--- src/rtl/ifetch_pkg.sv ---
// Shared types and AXI constants for the instruction-fetch read master.
package ifetch_pkg;

  localparam int unsigned AXI_ID_BITS   = 4;
  localparam int unsigned AXI_ADDR_BITS = 32;
  localparam int unsigned AXI_LEN_BITS  = 8;
  localparam int unsigned AXI_SIZE_BITS = 3;
  localparam int unsigned AXI_DATA_BITS = 32;

  typedef enum logic [1:0] {
    IDLE,
    AR,
    R,
    RESP
  } fsm_e;

  localparam logic [AXI_SIZE_BITS-1:0] ARSIZE_WORD  = 3'b010;
  localparam logic [1:0]               ARBURST_INCR = 2'b01;
  localparam logic [1:0]               RESP_OKAY    = 2'b00;

  // Read-address channel payload
  typedef struct packed {
    logic [AXI_ID_BITS-1:0]   id;
    logic [AXI_ADDR_BITS-1:0] addr;
    logic [AXI_LEN_BITS-1:0]  len;
    logic [AXI_SIZE_BITS-1:0] size;
    logic [1:0]               burst;
  } ar_chan_t;

endpackage

--- src/rtl/fetch_line_buf.sv ---
// One-line fetch buffer: word storage plus tag, line-valid and deferred-flush state.
module fetch_line_buf
  import ifetch_pkg::*;
#(
  parameter int unsigned LINE_BEATS = 4
) (
  input  logic                                    clk,
  input  logic                                    rst,
  input  logic                                    wr_en,
  input  logic [$clog2(LINE_BEATS)-1:0]           wr_idx,
  input  logic [AXI_DATA_BITS-1:0]                wr_data,
  input  logic [$clog2(LINE_BEATS)-1:0]           rd_idx,
  output logic [AXI_DATA_BITS-1:0]                rd_data_c,
  input  logic                                    tag_we,
  input  logic [31-($clog2(LINE_BEATS)+2):0]      tag_wdata,
  output logic [31-($clog2(LINE_BEATS)+2):0]      tag,
  input  logic                                    valid_clr,
  input  logic                                    valid_set,
  output logic                                    buf_valid,
  input  logic                                    flush_pend_set,
  input  logic                                    flush_pend_clr,
  output logic                                    flush_pend
);

  logic [AXI_DATA_BITS-1:0] mem [LINE_BEATS];

  assign rd_data_c = mem[rd_idx];

  // Word storage, written one beat at a time during a refill
  always_ff @(posedge clk or negedge rst) begin
    if (!rst) begin
      for (int i = 0; i < LINE_BEATS; i++) mem[i] <= '0;
    end else if (wr_en) begin
      mem[wr_idx] <= wr_data;
    end
  end

  // Invalidation always wins over a concurrent set
  always_ff @(posedge clk or negedge rst) begin
    if (!rst) begin
      tag        <= '0;
      buf_valid  <= 1'b0;
      flush_pend <= 1'b0;
    end else begin
      if (tag_we) tag <= tag_wdata;
      if (valid_clr)      buf_valid <= 1'b0;
      else if (valid_set) buf_valid <= 1'b1;
      if (flush_pend_clr)      flush_pend <= 1'b0;
      else if (flush_pend_set) flush_pend <= 1'b1;
    end
  end

endmodule

--- src/rtl/ifetch_axi_read_master.sv ---
// AXI4 read-only master for instruction fetch: serves hits from a one-line buffer,
// refills the line with a single aligned INCR burst on a miss.
module ifetch_axi_read_master
  import ifetch_pkg::*;
#(
  parameter int unsigned            LINE_BEATS = 4,
  parameter logic [AXI_ID_BITS-1:0] MASTER_ID  = 4'd0
) (
  input  logic                     clk,
  input  logic                     rst,
  input  logic                     req_valid,
  input  logic [31:0]              req_addr,
  output logic                     req_ready,
  input  logic                     flush,
  output logic                     rsp_valid,
  output logic [31:0]              rsp_data,
  output logic                     rsp_err,
  output logic [AXI_ID_BITS-1:0]   ARID,
  output logic [AXI_ADDR_BITS-1:0] ARADDR,
  output logic [AXI_LEN_BITS-1:0]  ARLEN,
  output logic [AXI_SIZE_BITS-1:0] ARSIZE,
  output logic [1:0]               ARBURST,
  output logic                     ARVALID,
  input  logic                     ARREADY,
  input  logic [AXI_ID_BITS-1:0]   RID,
  input  logic [AXI_DATA_BITS-1:0] RDATA,
  input  logic [1:0]               RRESP,
  input  logic                     RLAST,
  input  logic                     RVALID,
  output logic                     RREADY
);

  localparam int unsigned WORD_BITS = $clog2(LINE_BEATS);
  localparam int unsigned OFS       = WORD_BITS + 2;
  localparam int unsigned TAG_BITS  = 32 - OFS;
  localparam int unsigned CNT_BITS  = WORD_BITS + 1;
  localparam logic [CNT_BITS-1:0] LAST_IDX = CNT_BITS'(LINE_BEATS - 1);
  localparam logic [CNT_BITS-1:0] CNT_SAT  = CNT_BITS'(LINE_BEATS);

  fsm_e                  state_q, state_d;
  logic [WORD_BITS-1:0]  word_q, word_d;
  logic [CNT_BITS-1:0]   beat_cnt_q, beat_cnt_d;
  logic                  err_q, err_d;

  logic                  arvalid_d, rready_d, req_ready_d;
  logic                  rsp_valid_d, rsp_err_d;
  logic [31:0]           rsp_data_d;

  logic                  wr_en, tag_we, valid_clr, valid_set;
  logic                  flush_pend_set, flush_pend_clr, flush_pend;
  logic [WORD_BITS-1:0]  rd_idx;
  logic [31:0]           rd_data_c;
  logic [TAG_BITS-1:0]   tag;
  logic                  buf_valid;
  logic                  in_range, beat_err;

  logic [TAG_BITS-1:0]   req_tag;
  logic [WORD_BITS-1:0]  req_word;
  logic                  unused_in;

  assign req_tag   = req_addr[31:OFS];
  assign req_word  = req_addr[OFS-1:2];
  assign unused_in = ^{RID, req_addr[1:0]};

  // AR payload is constant apart from the registered line tag, so it is stable while ARVALID waits
  ar_chan_t ar;
  assign ar = '{id:    MASTER_ID,
                addr:  {tag, {OFS{1'b0}}},
                len:   AXI_LEN_BITS'(LINE_BEATS - 1),
                size:  ARSIZE_WORD,
                burst: ARBURST_INCR};

  assign ARID    = ar.id;
  assign ARADDR  = ar.addr;
  assign ARLEN   = ar.len;
  assign ARSIZE  = ar.size;
  assign ARBURST = ar.burst;

  fetch_line_buf #(
    .LINE_BEATS (LINE_BEATS)
  ) u_buf (
    .clk            (clk),
    .rst            (rst),
    .wr_en          (wr_en),
    .wr_idx         (beat_cnt_q[WORD_BITS-1:0]),
    .wr_data        (RDATA),
    .rd_idx         (rd_idx),
    .rd_data_c      (rd_data_c),
    .tag_we         (tag_we),
    .tag_wdata      (req_tag),
    .tag            (tag),
    .valid_clr      (valid_clr),
    .valid_set      (valid_set),
    .buf_valid      (buf_valid),
    .flush_pend_set (flush_pend_set),
    .flush_pend_clr (flush_pend_clr),
    .flush_pend     (flush_pend)
  );

  // State register
  always_ff @(posedge clk or negedge rst) begin
    if (!rst) begin
      state_q    <= IDLE;
      word_q     <= '0;
      beat_cnt_q <= '0;
      err_q      <= 1'b0;
    end else begin
      state_q    <= state_d;
      word_q     <= word_d;
      beat_cnt_q <= beat_cnt_d;
      err_q      <= err_d;
    end
  end

  // Next state, buffer control and next output values
  always_comb begin
    state_d        = state_q;
    word_d         = word_q;
    beat_cnt_d     = beat_cnt_q;
    err_d          = err_q;
    arvalid_d      = 1'b0;
    rready_d       = 1'b0;
    req_ready_d    = 1'b0;
    rsp_valid_d    = 1'b0;
    rsp_err_d      = 1'b0;
    rsp_data_d     = rsp_data;
    wr_en          = 1'b0;
    tag_we         = 1'b0;
    valid_clr      = 1'b0;
    valid_set      = 1'b0;
    flush_pend_set = 1'b0;
    flush_pend_clr = 1'b0;
    rd_idx         = word_q;
    in_range       = (beat_cnt_q != CNT_SAT);
    beat_err       = 1'b0;

    case (state_q)
      IDLE: begin
        req_ready_d = 1'b1;
        rd_idx      = req_word;
        valid_clr   = flush;
        if (req_valid && req_ready) begin
          if (buf_valid && (tag == req_tag) && !flush) begin
            rsp_valid_d = 1'b1;
            rsp_data_d  = rd_data_c;
          end else begin
            state_d     = AR;
            word_d      = req_word;
            tag_we      = 1'b1;
            valid_clr   = 1'b1;
            arvalid_d   = 1'b1;
            req_ready_d = 1'b0;
          end
        end
      end

      AR: begin
        flush_pend_set = flush;
        if (ARVALID && ARREADY) begin
          state_d  = R;
          rready_d = 1'b1;
        end else begin
          arvalid_d = 1'b1;
        end
      end

      R: begin
        flush_pend_set = flush;
        rready_d       = 1'b1;
        if (RVALID && RREADY) begin
          wr_en = in_range;
          if (in_range) beat_cnt_d = beat_cnt_q + CNT_BITS'(1);
          // Short burst, or the final slot passed without RLAST
          beat_err = (RRESP != RESP_OKAY) ||
                     (RLAST ? (beat_cnt_q != LAST_IDX) : (beat_cnt_q == LAST_IDX));
          err_d = err_q | beat_err;
          if (RLAST) begin
            state_d     = RESP;
            rready_d    = 1'b0;
            valid_set   = !err_d && !flush_pend && !flush;
            rsp_valid_d = 1'b1;
            rsp_err_d   = err_d;
            rsp_data_d  = (in_range && (beat_cnt_q[WORD_BITS-1:0] == word_q)) ? RDATA : rd_data_c;
          end
        end
      end

      RESP: begin
        beat_cnt_d     = '0;
        err_d          = 1'b0;
        flush_pend_clr = 1'b1;
        valid_clr      = flush;
        state_d        = IDLE;
        req_ready_d    = 1'b1;
      end

      default: state_d = IDLE;
    endcase
  end

  // Registered outputs
  always_ff @(posedge clk or negedge rst) begin
    if (!rst) begin
      ARVALID   <= 1'b0;
      RREADY    <= 1'b0;
      req_ready <= 1'b1;
      rsp_valid <= 1'b0;
      rsp_data  <= '0;
      rsp_err   <= 1'b0;
    end else begin
      ARVALID   <= arvalid_d;
      RREADY    <= rready_d;
      req_ready <= req_ready_d;
      rsp_valid <= rsp_valid_d;
      rsp_data  <= rsp_data_d;
      rsp_err   <= rsp_err_d;
    end
  end

endmodule

--- config.mk ---
export PLATFORM = sky130hd
export DESIGN_NAME = ifetch_axi_read_master
export DESIGN_NICKNAME = d
export VERILOG_FILES = /design/src/rtl/ifetch_pkg.sv /design/src/rtl/fetch_line_buf.sv /design/src/rtl/ifetch_axi_read_master.sv
export SDC_FILE = /design/constraint.sdc
export NUM_CORES = 1
export LEC_CHECK = 0
export BUFFER_PORTS_ARGS = -buffer_cell sky130_fd_sc_hd__buf_2
export CAP_MARGIN = 10
export CORE_MARGIN = 2
export CORE_UTILIZATION = 46
export DETAILED_ROUTE_END_ITERATION = 10
export GPL_ROUTABILITY_DRIVEN = 1
export PLACE_DENSITY = 0.67
export SLEW_MARGIN = 20
export SYNTH_ARGS = -nofsm -noshare
export SYNTH_HDL_FRONTEND = slang
export SYNTH_HIERARCHICAL = 1
export SYNTH_SLANG_ARGS = --single-unit
export TNS_END_PERCENT = 50
--- constraint.sdc ---
create_clock -name clk -period 3.67 [get_ports clk]
set_clock_uncertainty 0.05 [all_clocks]
set_input_delay 0.734 -clock clk [delete_from_list [all_inputs] [get_ports clk]]
set_output_delay 0.734 -clock clk [all_outputs]
set_load 0.05 [all_outputs]
==> metrics.md <==
| Metric | Value |
|---|---|
| Critical path class | `reg2reg` |
| Crit path top cell by count | `inv_1` |
| Largest net degree at the start of global routing | `94` |
| Hold Crit Class | `in2async` |
| Design Area, Final | `0.0114 mm²` |
| Hold WS | `0.251 ns` |
| Rel. slew slack | `0.495` |
| Post-DP HPWL | `13.5 mm` |
| Area Growth Syn to Fin | `17.8%` |
| Number of distinct library cells after synthesis | `42` |
| Sinks on Clock Net | `203` |
| Leak | `5.63 nW` |
| Port bufs | `135` |
| DRT antenna net count | `0` |
| Final worst-path cycle share | `0.818` |
| Latest clock arrival within the worst-skew pair | `0.50 ns` |
| GPL Wtd Cong | `0.741` |
| Wl on met1 | `8.42 mm` |
| First-pass GRT wire length | `32.6 mm` |
| Setup violators final | `0` |
| Crit path time final | `3.00 ns` |
| Top delay family on crit path | `buffers and inverters` |
| WL per Instance | `18.7 µm` |
| Outcome | `completed` |
| Flop pwr share | `0.336` |
| Drt pass-1 iters | `5` |
| Via density | `5.27` |
| Placed Instance Area | `0.0106 mm²` |
| Clk root buf | `clkbuf_16` |
| Residual DRC count | `0` |
| Clock-pin slew on the worst setup and hold paths | `0.06 ns` |
| Highest clock rate | `333 MHz` |
| RSZ-0062 raised after global routing | `no` |
| Via count | `5,695` |
| Final nets | `873` |
| Fin. Hold Viols | `0` |
| Initial antenna violation count | `2` |
| Clock Power Share | `0.236` |
| Post-layout power | `10.1 mW` |
| Starting Density | `0.465` |
| Critical Path Start Type | `flip-flop` |
| PD cells | `882 mW/mm²` |
| WP data required | `4.00 ns` |
| Row Count | `53` |
| Post-CTS sizing | `0` |
| TNS Setup | `0 ns` |
| Max Cap Violations | `0` |
| Width of the die | `149 µm` |
| Post-CTS setup buffer count | `0` |
| Vias in the first global route | `6,188` |
| Cell area after synthesis | `0.00968 mm²` |
| Met3 wire length | `1.16 mm` |
| Peak fanout along the critical path | `18` |
| Fraction of registers with async set/reset | `1.00` |
| Yosys warnings | `6` |
| Share of cells above drive strength 1 | `0.560` |
| Worst vdd ir | `515 µV` |
| Avg Inst Size Synth | `15.1 µm²` |
| Max clock buf depth | `3` |
| Core area | `0.0208 mm²` |
| Die Y | `149 µm` |
| DR iter-0 viols | `233` |
| Combinational share of power | `0.428` |
| Met2 routed WL | `10.3 mm` |
| Slew @ Worst Pin | `0.757 ns` |
| Most used DFF post-synth | `dfrtp_1` |
| Global Route Usage Sum | `0.184` |
| Synthesized flop and latch total | `203` |
| Die area | `0.0222 mm²` |
| CP peak stage delay | `0.48 ns` |
| Seq/Total Area, Yosys | `0.525` |
| Synth Instances | `641` |
| Overflow after GRT | `0` |
| Number of flops mapped to enable cells by yosys | `0` |
| CTS tree | `built` |
| Post-CTS Hold Buffers | `0` |
| Critical-path cell list | `inv_1, ha_1, inv_1, a21oi_1, nand3_1, inv_1, nand3_2, buf_4, mux2_2` |
| CP Capture Type | `flip-flop` |
| Sw Pwr | `3.72 mW` |
| H-tree depth | `1` |
| Sw frac | `0.370` |
| Critical Path AT | `3.33 ns` |
| Pint | `6.33 mW` |
| WL final | `20.2 mm` |
| IO Pins | `163` |
| Total CTS buffers | `24` |
| Worst path slowest cell | `nand3_2` |
| Top Metal Used | `met5` |
| N_diodes | `0` |
| Critical path buffer and inverter count | `4` |
| Pins Over Slew Limit | `0` |
layout by cell type (no fill, tap or decap), types with 6 or more instances in the layout:
cell	count
xor2_1	22
conb_1	21
nor2_1	12
nor4_1	9
ha_1	7
nand2_1	10
clkbuf_1	6
nand3_1	9
clkbuf_16	25
mux4_2	32
buf_4	18
clkbuf_8	6
inv_1	8
dfrtp_1	202
mux2_4	30
xnor2_1	10
buf_2	134
mux2_2	192
logic make-up after synthesis:
logic type | share of synthesized area
buffers and inverters | 0.0418
other | 0.000776
flip-flops | 0.525
AND/OR/NAND/NOR | 0.0360
multiplexers | 0.347
adder cells (fa/ha/maj) | 0.00905
XOR/XNOR | 0.0290
AO/OA/AOI/OAI | 0.0115
final timing paths:
check                                  to  slack (ns)  cells after the start      startpoint
min                           rsp_data[4]        0.25                      1             rst
min in group clk                word_q[1]        0.43                      2     req_addr[3]
min reg2reg                u_buf/mem[121]        0.43                      1  u_buf/mem[121]
max in group asynchronous  u_buf/mem[123]        2.29                      2             rst
max reg2reg                 u_buf/mem[25]        0.67                      9      state_q[0]
max                         u_buf/mem[25]        0.67                      9      state_q[0]
state kept, by name, indices dropped and copies added, names as in the netlist:
signal,flops
rsp_err,1
rsp_valid,1
u_buf/mem,128
req_ready,1
rsp_data,32
beat_cnt_q,3
word_q,2
state_q,2
ARVALID,1
u_buf/tag,28
u_buf/flush_pend,1
u_buf/buf_valid,1
err_q,1
RREADY,1
per-layer routing:
layer	track usage	vias to the layer above
li1	-	2601
met3	0.0434	25
met4	0.0367	2
met1	0.240	2940
met2	0.318	127
met5	0	-
synth_stat cells (4+ instances only):
master | n | share of area
a21oi_1 | 5 | 0.0026
buf_2 | 13 | 0.0067
buf_4 | 28 | 0.022
buf_6 | 4 | 0.0047
dfrtp_1 | 202 | 0.52
ha_1 | 7 | 0.0091
inv_1 | 8 | 0.0031
mux2_2 | 192 | 0.22
mux2_4 | 30 | 0.047
mux4_2 | 32 | 0.074
nand2_1 | 10 | 0.0039
nand3_1 | 11 | 0.0057
nand4_1 | 4 | 0.0026
nor2_1 | 13 | 0.0050
nor3_1 | 5 | 0.0026
nor4_1 | 9 | 0.0058
xnor2_1 | 10 | 0.0091
xor2_1 | 22 | 0.020
power by group through the flow:
stage | clock, mW | combinational [mW] | sequential (mW)
2_1_floorplan | 0 | 2.47 | 4.34
6_report | 2.37 | 4.30 | 3.38
5_1_grt | 2.54 | 4.60 | 3.47
3_3_place_gp | 0 | 4.26 | 3.35
3_5_place_dp | 0 | 4.35 | 3.41
4_1_cts | 2.43 | 4.36 | 3.38
per-stage QoR:
stage / util / cells / setup slack, ns
2_1_floorplan: - / 660 / 0.800
6_report: 0.547 / 1080 / 0.668
3_3_place_gp: 0.509 / 1038 / 0.543
3_5_place_dp: 0.509 / 1038 / 0.518
5_1_grt: 0.547 / 1080 / 0.416
4_1_cts: 0.547 / 1080 / 0.587
final cells by class:
cell class / count / area [µm²]
inverter: 8 / 30.0
multi-input combinational: 397 / 4280
clock inverter: 6 / 83.8
sequential: 203 / 5080
tap: 275 / 344
timing repair buffer: 155 / 860
clock buffer: 36 / 717
fill: 1719 / 9430
(Power assumes the default switching activity.)
